$ cat config.mk
export PLATFORM = sky130hd
export DESIGN_NAME = input_conditioner
export DESIGN_NICKNAME = d
export VERILOG_FILES = /design/src/rtl/input_conditioner.sv
export SDC_FILE = /design/constraint.sdc
export NUM_CORES = 1
export LEC_CHECK = 0
export ABC_CLOCK_PERIOD_IN_PS = 1400
export CORE_MARGIN = 2
export CORE_UTILIZATION = 45
export DETAILED_ROUTE_END_ITERATION = 6
export GPL_TIMING_DRIVEN = 0
export PLACE_DENSITY_LB_ADDON = 0.3
export SLEW_MARGIN = 10
export SYNTH_ARGS = -nofsm -noshare
export SYNTH_HDL_FRONTEND = slang
export SYNTH_SLANG_ARGS = --single-unit
$ cat constraint.sdc
create_clock -name clk -period 1.4 [get_ports clk]
set_input_delay 0.28 -clock clk [delete_from_list [all_inputs] [get_ports clk]]
set_output_delay 0.28 -clock clk [all_outputs]
set_load 0.01 [all_outputs]
$ cat src/rtl/input_conditioner.sv
// input_conditioner
// Two-channel input conditioner feeding the exercise FSMs. Each raw input is
// optionally passed through a two-flop synchroniser, debounced by a stability
// counter and presented as a clean level plus single-cycle rise/fall pulses.
// Channels A and B are identical and independent.
//
// Build option:
//   INPUT_COND_SYNC_EN  defined   -> two-flop synchroniser per channel
//                       undefined -> raw input feeds the comparator directly
//                                    (only for inputs already synchronous to clk)
//
// Parameters:
//   DEB_CYCLES  cycles a new level must be held before it is accepted
//               (1 .. 2**CNT_W-1)
//   CNT_W       width of each debounce counter
//
// Ports:
//   clk           rising-edge clock
//   reset         synchronous, active-high; clears all state
//   a_raw, b_raw  raw asynchronous inputs
//   a_out, b_out  debounced levels
//   a_rise/a_fall one-cycle pulses on a_out 0->1 / 1->0
//   b_rise/b_fall one-cycle pulses on b_out 0->1 / 1->0
module input_conditioner #(
  parameter int DEB_CYCLES = 4,
  parameter int CNT_W      = 8
) (
  input  logic clk,
  input  logic reset,
  input  logic a_raw,
  input  logic b_raw,
  output logic a_out,
  output logic b_out,
  output logic a_rise,
  output logic a_fall,
  output logic b_rise,
  output logic b_fall
);

  localparam logic [CNT_W-1:0] CNT_TERM = CNT_W'(DEB_CYCLES - 1);

  // Bit 0 is channel A, bit 1 is channel B.
  logic [1:0]       raw_w;
  logic [1:0]       samp_w;
  logic [1:0]       lvl_q, lvl_d;
  logic [1:0]       rise_q, rise_d;
  logic [1:0]       fall_q, fall_d;
  logic [CNT_W-1:0] cnt_q [2];
  logic [CNT_W-1:0] cnt_d [2];

  assign raw_w = {b_raw, a_raw};

`ifdef INPUT_COND_SYNC_EN
  logic [1:0] s1_q, s2_q;

  always_ff @(posedge clk) begin
    if (reset) begin
      s1_q <= '0;
      s2_q <= '0;
    end else begin
      s1_q <= raw_w;
      s2_q <= s1_q;
    end
  end

  assign samp_w = s2_q;
`else
  assign samp_w = raw_w;
`endif

  // A differing sample must be seen on DEB_CYCLES consecutive edges; any
  // sample matching the accepted level throws away the partial count.
  always_comb begin
    lvl_d  = lvl_q;
    rise_d = '0;
    fall_d = '0;
    for (int ch = 0; ch < 2; ch++) begin
      cnt_d[ch] = '0;
      if (samp_w[ch] != lvl_q[ch]) begin
        if (cnt_q[ch] == CNT_TERM) begin
          lvl_d[ch]  = samp_w[ch];
          rise_d[ch] = samp_w[ch];
          fall_d[ch] = ~samp_w[ch];
        end else begin
          cnt_d[ch] = cnt_q[ch] + 1'b1;
        end
      end
    end
  end

  always_ff @(posedge clk) begin
    if (reset) begin
      lvl_q  <= '0;
      rise_q <= '0;
      fall_q <= '0;
      for (int ch = 0; ch < 2; ch++) cnt_q[ch] <= '0;
    end else begin
      lvl_q  <= lvl_d;
      rise_q <= rise_d;
      fall_q <= fall_d;
      for (int ch = 0; ch < 2; ch++) cnt_q[ch] <= cnt_d[ch];
    end
  end

  assign a_out  = lvl_q[0];
  assign b_out  = lvl_q[1];
  assign a_rise = rise_q[0];
  assign a_fall = fall_q[0];
  assign b_rise = rise_q[1];
  assign b_fall = fall_q[1];

endmodule

# ---- Word-level counts from Yosys, hierarchy flattened
# Memory sizes are Yosys's and may differ from the RTL's.
# Index checks and enable logic that the tools add are counted.
dict set report totals {
  regBits 6
  ramBits 16
  out_inout_bits 6
  n_memories 1
}
# memory words width rd rd_clocked_by_memory_dff write_ports line_no
set memory_table {}
lappend memory_table {cnt_q 2 8 2 0 2 48} ;# logic [CNT_W-1:0] cnt_q [2];
dict set report classes {
  n_addsub 2
  n_eq_ne 4
  n_mux 9
  n_bitwise 8
  reduce_logical 4
}
# op n
set ops {}
lappend ops {{8-bit 2-to-1 mux} 6}
lappend ops {{8-bit by 1-bit adder with 8-bit output, second input constant} 2}
lappend ops {{8-bit by 2-bit equality test with 1-bit output, second input constant} 2}
lappend ops {{1-bit NOT} 6}
lappend ops {{3-bit OR reduction} 2}
lappend ops {{2-bit AND reduction} 2}
lappend ops {{1-bit 2-to-1 mux} 3}
lappend ops {{1-bit inequality test} 2}
lappend ops {{1-bit OR} 2}

# ---- Longest topological paths before layout
# Gate-level depths: netlist of the first run.
dict set report depth {
  word_depth 4
  mapped_depth 4
  mapped_depth_nobuf 4
}

# ---- Worst setup path before layout of the first run
# OpenSTA, ideal clock, no wires.
dict set report synth_path {
  kind {reg2reg}
  startpoint {memory cnt_q[0][0]}
  endpoint {memory cnt_q[0][2]}
  setup_time_ns 0.127
  t_arrival_ns 1.384
  required_ns 1.273
  path_slack_ns -0.112
  path_stages_with_launch 5
  path_buffers 0
  path_cell_list {dfxtp_1 ha_1 or4b_1 o211ai_2 nor2_1}
}
# element line_no
set synth_lines {}
lappend synth_lines {{start: declaration} 48}

==> impl_metrics.tcl, run 1 <==
set metrics [dict create \
    muxShareOfSynthArea_pct 0 \
    start_util_pct 46.4 \
    end_kind "flop" \
    synth_commonest_cells "dfxtp_1 (22), nor2_1 (10), a21oi_1 (8), o21ai_0 (8), or3_1 (8)" \
    grt_busiest_layer "met2" \
    rows 16 \
    core-area_sq_um 1920 \
    period_minus_slack_ps 1490 \
    vias 774 \
    clock-skew-final_ps 1.35 \
    irDropWorstVdd_uv 611 \
    p_clk_share_pct 28.5 \
    wl_per_cell_microns 12.1 \
    drc 0 \
    status "complete, but fails checks" \
    critical_path.startpoint_type "flop" \
    place_inst 136 \
    cts.path.max_buffers 2 \
    antenna_found_initial 0 \
    synthXorXnorAreaFrac_pct 7.87 \
    grt_max_degree 12 \
    syn_area_per_cell_sq_um 8.91 \
    layoutNonFillerInstCount 147 \
    worst_skew_pair.late_latency_ps 300 \
    wl_microns 1780 \
    design.die.area_sq_um 2350 \
    gp_congestion 0.816 \
    synth_edf_count 0 \
    met3_usage_pct 3.70 \
    grt_pass1_wl_microns 2990 \
    synth_area_leader_cell "dfxtp_1" \
    p_int_mw 0.764 \
    gr-usage-all-layers_pct 16.8 \
    hold_violations 0 \
    timing.final.crit_share_pct 107 \
    h-tree-depth 1 \
    grt-ovfl-total 0 \
    io_pins 10 \
    cp_slowest_cell "or4b_4" \
    hold_class "flop to flop" \
    synth_top_family_by_area "simple AND/OR/NAND/NOR gates" \
    synth_top_area_share_pct 49.4 \
    antenna_cells 0 \
    seq_area_frac_synth_pct 49.4 \
    maxSlewViolCount 0 \
    synth_compound_area_share_pct 11.2 \
    syn_area_sq_um 891 \
    synth-seq-cells 22 \
    die_x_microns 48.5 \
    p_sw_mw 0.220 \
    worstPathRequired_ps 1600 \
    die_h_microns 48.5 \
    syn_inst 100 \
    cap_viol_max_count 0 \
    fin_tns_setup_ps -675 \
    drive_gt1_share_pct 25.8 \
    fmax_mhz 669 \
    grtUsageMet2_pct 29.9 \
    synth_fp_nets 106 \
    initialDrtViolationCount 4 \
    synth_cell_type_count 21 \
    setup_viol_count_final 9 \
    synth.most_common_cell "dfxtp_1" \
    violations "setup timing" \
    power_mw 0.984 \
    clk_pin_slew_ps 110 \
    area_growth_pct 31.5 \
    cts_buffers 3 \
    first_global_vias 729 \
    combPwrFrac_pct 6.6 \
    first_pass_iters 4 \
    synth_area_leaders "dfxtp_1 (49%), xor2_1 (5.9%), or3_1 (5.6%)" \
    criticalPathCategory "flop to flop" \
    cp_cell_sequence "ha_4 > or4b_4 > o211ai_4 > nor2_1" \
    ys.flop_type "dfxtp_1" \
    p_sw_share_pct 22.3 \
    p_leak_nw 0.437 \
    ant_nets 0 \
    portBuffers 9 \
    seq_power_share_pct 64.9 \
    synth_simple_gate_area_share_pct 26.0 \
    cp_max_fo 8 \
    rsz0062_at_grt "true" \
    nets 128 \
    root_buffer "clkbuf_4" \
    power-per-cell-area_nw_per_um2 840 \
    n_fill_cell 186 \
    finalWorstSetupSlack_ps -94.3 \
    use_met1_pct 17.6 \
    cp.arrival_ps 1690 \
    worst_pin_slew_ps 291 \
    vias_per_cell 5.27 \
    yosys_warnings 0 \
    cpPeakStageDelay_ps 480 \
    dp_hpwl_microns 1110 \
    max-slew-margin-rel_pct 80.5 \
    clkSinkCount 22 \
    synthAdderAreaFrac_pct 2.81 \
    cts_tree "built" \
    synthArstFlopShare_pct 0 \
]
==> cell usage in the layout (no fill, tap or decap) <==
| master | synthesis | final |
|---|---|---|
| buf_4 | 0 | 9 |
| nand4_1 | 2 | 2 |
| dfxtp_4 | 0 | 1 |
| a21oi_2 | 0 | 2 |
| or4b_4 | 0 | 1 |
| dfxtp_2 | 0 | 5 |
| inv_1 | 5 | 5 |
| nor3_2 | 0 | 2 |
| ha_4 | 0 | 2 |
| nand3_1 | 7 | 7 |
| a21oi_1 | 8 | 6 |
| xor2_1 | 6 | 6 |
| or3_1 | 8 | 8 |
| or2_4 | 0 | 1 |
| o211ai_1 | 1 | 1 |
| nor2_1 | 10 | 9 |
| nand2_1 | 7 | 7 |
| o211ai_4 | 0 | 1 |
| nor4b_2 | 0 | 1 |
| nor3_1 | 5 | 3 |
| or3b_4 | 0 | 1 |
| o21ai_0 | 8 | 8 |
| xnor2_1 | 2 | 2 |
| nor2_2 | 0 | 1 |
| clkdlybuf4s50_1 | 0 | 3 |
| dfxtp_1 | 22 | 16 |
| clkbuf_4 | 0 | 3 |
| or4_4 | 1 | 1 |
| dlygate4sd2_1 | 0 | 6 |
==> area by class of cell <==
type | instances | area (sq um) | area share (%)
Clock buffer | 3 | 22.5 | 1.92
Inverter | 5 | 18.8 | 1.60
Multi-Input combinational cell | 72 | 495 | 42.3
Sequential cell | 22 | 450 | 38.5
Tap cell | 27 | 33.8 | 2.88
Timing Repair Buffer | 18 | 150 | 12.8
==> timing repair <==
| action | CTS | global route |
|---|---|---|
| gates resized for setup | 10 | 8 |
| hold buffers | 0 | 0 |
| pin swaps | 4 | 9 |
| endpoints found under the setup margin | 23 | 17 |
| setup buffers | 5 | 4 |
==> cells by family after synthesis <==
group | count (synthesis)
AO/OA/AOI/OAI | 18
XOR/XNOR | 8
adder cells (fa/ha/maj) | 2
buffers and inverters | 6
flip-flops | 22
AND/OR/NAND/NOR | 44
==> worst paths after layout <==
| check | startpoint | endpoint | slack (ps) | depth (start not counted) |
|---|---|---|---|---|
| worst max-delay path | cnt_q[0][1]$_SDFF_PP0_ | cnt_q[0][2]$_SDFF_PP0_ | -90 | 4 |
| worst min register to register | cnt_q[0][7]$_SDFF_PP0_ | cnt_q[0][7]$_SDFF_PP0_ | 520 | 2 |
| worst min-delay path | cnt_q[0][7]$_SDFF_PP0_ | cnt_q[0][7]$_SDFF_PP0_ | 520 | 2 |
| worst max register to register | cnt_q[0][1]$_SDFF_PP0_ | cnt_q[0][2]$_SDFF_PP0_ | -90 | 4 |
==> flip-flops by register name, summed over array words and instances, names as in the netlist <==
register / cells
fall_q: 2
cnt_q: 16
rise_q: 2
lvl_q: 2
==> routing by layer <==
metal / up-vias / share of wire (%)
met5: - / 0
met4: 0 / 2.9
met3: 4 / 4.3
met2: 16 / 50
met1: 359 / 43
li1: 395 / -
==> worst max-delay path, delay by kind of cell, from the launching register on <==
kind	cells	cell delay [ps]
AO/OA/AOI/OAI	1	290
adder cells (fa/ha/maj)	1	160
flip-flops	1	370
AND/OR/NAND/NOR	2	570
==> stage by stage <==
| step | setup WS [ps] | cell area (sq um) | utilization, % | hold slack [ps] |
|---|---|---|---|---|
| after detailed placement | -154 | 1050 | 54.6 | 411 |
| after global placement | -122 | 1050 | 54.6 | 402 |
| after global routing | -151 | 1170 | 60.9 | 543 |
| after CTS | -101 | 1120 | 58.1 | 501 |
| after floorplan | 11.0 | 925 | - | 349 |
| final | -94.3 | 1170 | 60.9 | 518 |
==> power by group through the flow <==
stage	Combinational, mW	Sequential (mW)	Clock, mW
final	0.0648	0.639	0.280
after global routing	0.0703	0.640	0.317
after CTS	0.0580	0.639	0.288
after detailed placement	0.0486	0.655	0
after global placement	0.0474	0.654	0
after floorplan	0.0294	0.654	0
(Power assumes the default switching activity.)
==> inputs of run 2 (changes only) <==
Settings changed: ABC_CLOCK_PERIOD_IN_PS 1400 to not set, CORE_UTILIZATION 45 to 25.
==> run 2 against run 1 <==
  * The flow still finishes with violations (setup timing)
  * Clock power grew 76%
  * Worst setup slack gained 43 ps
  * Sequential power is essentially flat
  * Via count shrank 5.2%
  * Non-clock buffer count shrank 1
  * Clock skew grew 11 ps
  * Register-to-register slack gained 40 ps
  * Fmax grew 3.0%
  * First-iteration DRC count grew to 3.5 times the previous value
  * Count of clock-buffer cells in the layout is the same
  * Core utilization shrank 25 points
  * Routed wire length shrank 2.5%
  * Critical path type unchanged
==> impl_metrics.tcl, run 2 (synthesized netlist as in run 1, its figures left out) <==
set metrics [dict create \
    status "complete, but fails checks" \
    violations "setup timing" \
    hold_class "flop to flop" \
    finalWorstSetupSlack_ps -50.8 \
    first_global_vias 689 \
    hold_depth 2 \
    antenna_cells 0 \
    p_sw_mw 0.244 \
    cts_tree "built" \
    io_pins 10 \
    dp_hpwl_microns 1140 \
    cp_cell_sequence "ha_4 > or4b_4 > o211ai_4 > a21oi_1" \
    fmax_mhz 689 \
    startpoint "cnt_q[0][0]$_SDFF_PP0_" \
    clk_pin_slew_ps 140 \
    first_pass_iters 4 \
    ant_nets 0 \
    antenna_found_initial 0 \
    wl_microns 1740 \
    gp_congestion 0.743 \
    p_sw_share_pct 20.4 \
    reg2reg_depth 4 \
    top_register "cnt_q" \
    p_int_mw 0.954 \
    max-slew-margin-rel_pct 80.0 \
    vias_per_cell 4.42 \
    portBuffers 9 \
    min_from "cnt_q[0][7]$_SDFF_PP0_" \
    rows 21 \
    cap_viol_max_count 0 \
    maxSlewViolCount 0 \
    drive_gt1_share_pct 28.3 \
    r2r-start "cnt_q[0][0]$_SDFF_PP0_" \
    fin_tns_setup_ps -356 \
    final_common_cell "dfxtp_1" \
    start_util_pct 26.3 \
    power-per-cell-area_nw_per_um2 980 \
    drc 0 \
    p_leak_nw 0.449 \
    root_buffer "clkbuf_4" \
    initialDrtViolationCount 14 \
    clkSinkCount 22 \
    timing.final.crit_share_pct 104 \
    grt_max_degree 14 \
    post-place-ws_ps -148 \
    cts.path.max_buffers 2 \
    grt_pass1_wl_microns 3010 \
    r2r_slack_ps -50 \
    p_clk_share_pct 41.2 \
    worstPathRequired_ps 1610 \
    worst_skew_pair.late_latency_ps 310 \
    use_met1_pct 12.2 \
    vias 734 \
    layoutNonFillerInstCount 166 \
    end_kind "flop" \
    cp.arrival_ps 1660 \
    hold_violations 0 \
    cp_slowest_cell "or4b_4" \
    die_x_microns 63.7 \
    setup_viol_count_final 9 \
    design.die.area_sq_um 4060 \
    die_h_microns 63.7 \
    place_inst 155 \
    met3_usage_pct 3.04 \
    layout_common_cells "dfxtp_1 (14), nor2_1 (9), o21ai_0 (8), dfxtp_2 (8), buf_4 (8)" \
    grt-ovfl-total 0 \
    h-tree-depth 1 \
    combPwrFrac_pct 5.2 \
    nets 127 \
    hold_ws_ps 501 \
    min_to "cnt_q[0][7]$_SDFF_PP0_" \
    area_growth_pct 37.2 \
    criticalPathCategory "flop to flop" \
    grt_busiest_layer "met2" \
    placedInstanceArea_sq_um 1070 \
    cts_buffers 3 \
    period_minus_slack_ps 1450 \
    rr_endpoint "cnt_q[0][6]$_SDFF_PP0_" \
    irDropWorstVdd_uv 362 \
    worst_pin_slew_ps 299 \
    seq_power_share_pct 53.5 \
    n_fill_cell 354 \
    rsz0062_at_grt "true" \
    gr-usage-all-layers_pct 9.53 \
    finalInstanceArea_sq_um 1220 \
    clock-skew-final_ps 12.6 \
    cp_max_fo 8 \
    core-area_sq_um 3390 \
    grtUsageMet2_pct 13.8 \
    critical_path.startpoint_type "flop" \
    cpPeakStageDelay_ps 470 \
    wl_per_cell_microns 10.5 \
    largest_reg_flops 16 \
]
[run 2: power by group through the flow]
stage	logic, mW	clock network (mW)	registers (mW)
after floorplan	0.0294	0	0.654
after global placement	0.0479	0	0.654
after detailed placement	0.0484	0	0.654
after CTS	0.0587	0.499	0.641
after global routing	0.0706	0.537	0.643
final	0.0626	0.494	0.642
[run 2: worst max-delay path: cells and delay by family, from the launching register on]
kind | cells | cell delay (ps)
adder cells (fa/ha/maj) | 1 | 130
flip-flops | 1 | 380
AO/OA/AOI/OAI | 2 | 360
AND/OR/NAND/NOR | 1 | 470
[run 2: worst max path at each step]
| stage | end |
|---|---|
| finish | cnt_q[0][6]$_SDFF_PP0_ |
| floorplan | cnt_q[0][13]$_SDFF_PP0_ |
| CTS | cnt_q[0][6]$_SDFF_PP0_ |
| detailed placement | cnt_q[0][13]$_SDFF_PP0_ |
| global route | cnt_q[0][1]$_SDFF_PP0_ |
| global placement | cnt_q[0][13]$_SDFF_PP0_ |
[run 2: cell type report]
cell class                      count  area [sq um]  share of cell area (%)
Tap cell                           46          57.6                    4.71
Multi-Input combinational cell     72           500                    40.9
Clock buffer                        3          22.5                    1.84
Sequential cell                    22           450                    36.8
Inverter                            5          18.8                    1.54
Timing Repair Buffer               17           143                    11.7
Clock inverter                      1          30.0                    2.46
[run 2: metrics by stage]
stage / total power [mW] / util (%)
finish: 1.20 / 36.1
global route: 1.25 / 36.1
CTS: 1.20 / 35.0
detailed placement: 0.703 / 31.6
global placement: 0.702 / 31.6
floorplan: 0.683 / -
[run 2: what timing repair did]
item,4_1_cts,5_1_grt
pin swaps,5,2
hold endpoints to repair,0,0
buffers inserted,7,1
resized for setup,13,7
hold buffers,0,0
setup endpoints to repair,22,19
[run 2: layer usage]
layer / part of all wire, % / up-vias / routed length, microns
li1: - / 388 / -
met1: 52 / 336 / 896
met2: 44 / 8 / 760
met3: 2.9 / 2 / 51
met4: 1.6 / 0 / 27
met5: 0 / - / 0
==> inputs of run 3 (changes only) <==
Clock period 1.4 ns to 1.7 ns, I/O delays scaled along.
==> run 3 against run 2 <==
  * The flow now finishes without violations
  * Worst setup slack improved by 140 ps
  * Highest routed layer unchanged
  * Largest power group unchanged
  * Sequential cell count unchanged
  * Sequential power decreased by 18%
  * Fmax decreased by 9.7%
  * Count of clock-buffer cells in the layout increased by 1
  * Largest cell class unchanged
==> impl_metrics.tcl, run 3 (synthesized netlist as in run 1, its figures left out) <==
set metrics [dict create \
    cp_max_fo 5 \
    start_util_pct 26.3 \
    irDropWorstVdd_uv 233 \
    utilization_pct 32.4 \
    worstPathRequired_ps 1900 \
    largest_reg_flops 16 \
    antenna_cells 0 \
    maxSlewViolCount 0 \
    h-tree-depth 1 \
    grt_pass1_wl_microns 2970 \
    vias 743 \
    root_buffer "clkbuf_4" \
    final_common_cell "dfxtp_1" \
    grt-ovfl-total 0 \
    gr-usage-all-layers_pct 9.18 \
    rsz0062_at_grt "false" \
    worst_skew_pair.late_latency_ps 300 \
    reg2reg_depth 5 \
    multi_input_comb_area_sq_um 442 \
    initialDrtViolationCount 20 \
    rows 21 \
    max-slew-margin-rel_pct 70.5 \
    endpoint "cnt_q[0][13]$_SDFF_PP0_" \
    nets 121 \
    cap_viol_max_count 0 \
    period_minus_slack_ps 1610 \
    criticalPathCategory "flop to flop" \
    cts.path.max_buffers 2 \
    drc 0 \
    setup_viol_count_final 0 \
    first_global_vias 699 \
    design.die.area_sq_um 4060 \
    power_mw 0.851 \
    core-area_sq_um 3390 \
    clock-skew-final_ps 1.34 \
    r2r_slack_ps 90 \
    vias_per_cell 4.64 \
    dp_hpwl_microns 1200 \
    clkSinkCount 22 \
    wl_microns 1620 \
    ctsHoldBuffers 0 \
    gp_congestion 0.785 \
    io_pins 10 \
    rr_endpoint "cnt_q[0][13]$_SDFF_PP0_" \
    regArea_sq_um 440 \
    n_fill_cell 351 \
    end_kind "flop" \
    area_growth_pct 23.2 \
    top_register "cnt_q" \
    worst_pin_slew_ps 436 \
    die_x_microns 63.7 \
    ant_nets 0 \
    startpoint "cnt_q[0][8]$_SDFF_PP0_" \
    cp.arrival_ps 1800 \
    first_pass_iters 2 \
    fmax_mhz 622 \
    placedInstanceArea_sq_um 1040 \
    status "complete, no violations" \
    r2r-start "cnt_q[0][8]$_SDFF_PP0_" \
    timing.final.crit_share_pct 94.6 \
    die_h_microns 63.7 \
    finalInstanceArea_sq_um 1100 \
    power-per-cell-area_nw_per_um2 776 \
    layout_common_cells "dfxtp_1 (22), nor2_1 (10), clkdlybuf4s50_1 (9)" \
    p_leak_nw 0.370 \
    wl_per_cell_microns 10.2 \
    cp_cell_sequence "ha_1 > or3b_2 > o211ai_1 > buf_4 > a21oi_1" \
    cpPeakStageDelay_ps 500 \
    grt_max_degree 13 \
    drive_gt1_share_pct 9.65 \
    cp_slowest_cell "or3b_2" \
    fin_tns_setup_ps 0 \
    cts_buffers 3 \
    clk_pin_slew_ps 120 \
    hold_violations 0 \
    cts_tree "built" \
    portBuffers 9 \
    hold_ws_ps 453 \
    hold_class "flop to flop" \
    critical_path.startpoint_type "flop" \
    antenna_found_initial 0 \
]
[run 3: per-stage QoR]
step | setup WS [ps] | cells
global route | 5.31 | 160
floorplan | 188 | 100
CTS | 10.1 | 160
global placement | 13.2 | 155
finish | 92.6 | 160
detailed placement | -25.5 | 155
[run 3: area by class of cell]
class	instances	area share (%)
buffer	1	0.456
clock buffer	4	3.31
inverter	5	1.71
multi-input combinational	72	40.3
sequential	22	40.1
tap	46	5.25
timing repair buffer	10	8.89
[run 3: worst min path at each step]
| stage | startpoint | endpoint | slack, ps | cells past startpoint |
|---|---|---|---|---|
| floorplan | reset | lvl_q[0]$_SDFFE_PP0P_ | 410 | 1 |
| global placement | cnt_q[0][0]$_SDFF_PP0_ | cnt_q[0][0]$_SDFF_PP0_ | 430 | 1 |
| detailed placement | cnt_q[0][0]$_SDFF_PP0_ | cnt_q[0][0]$_SDFF_PP0_ | 440 | 1 |
| CTS | cnt_q[0][8]$_SDFF_PP0_ | cnt_q[0][8]$_SDFF_PP0_ | 460 | 1 |
| global route | cnt_q[0][8]$_SDFF_PP0_ | cnt_q[0][8]$_SDFF_PP0_ | 470 | 1 |
| finish | cnt_q[0][8]$_SDFF_PP0_ | cnt_q[0][8]$_SDFF_PP0_ | 450 | 1 |
[run 3: repair_timing]
item / 4_1_cts / 5_1_grt
pin swaps: 1 / 1
setup endpoints to repair: 11 / 8
resized for setup: 1 / 2
setup buffers: 1 / 0
[run 3: critical path, delay by kind of cell (launching register included)]
family	cells	cell delay [ps]
adder cells (fa/ha/maj)	1	220
AO/OA/AOI/OAI	2	240
AND/OR/NAND/NOR	1	500
flip-flops	1	370
buffers and inverters	1	170
[run 3: power by group]
part / switching [mW] / total [mW] / internal, mW
registers: 0.00386 / 0.525 / 0.521
clock network: 0.153 / 0.284 / 0.130
logic: 0.0236 / 0.0423 / 0.0187
total: 0.181 / 0.851 / 0.670
[run 3: routing by layer]
layer	vias to the layer above	track usage (%)	part of all wire, %	wire (microns)
li1	377	-	-	-
met4	0	5.71	1.7	27
met2	11	14.7	46	750
met3	2	1.79	2.5	40
met1	353	11.2	50	805
met5	-	0	0	0
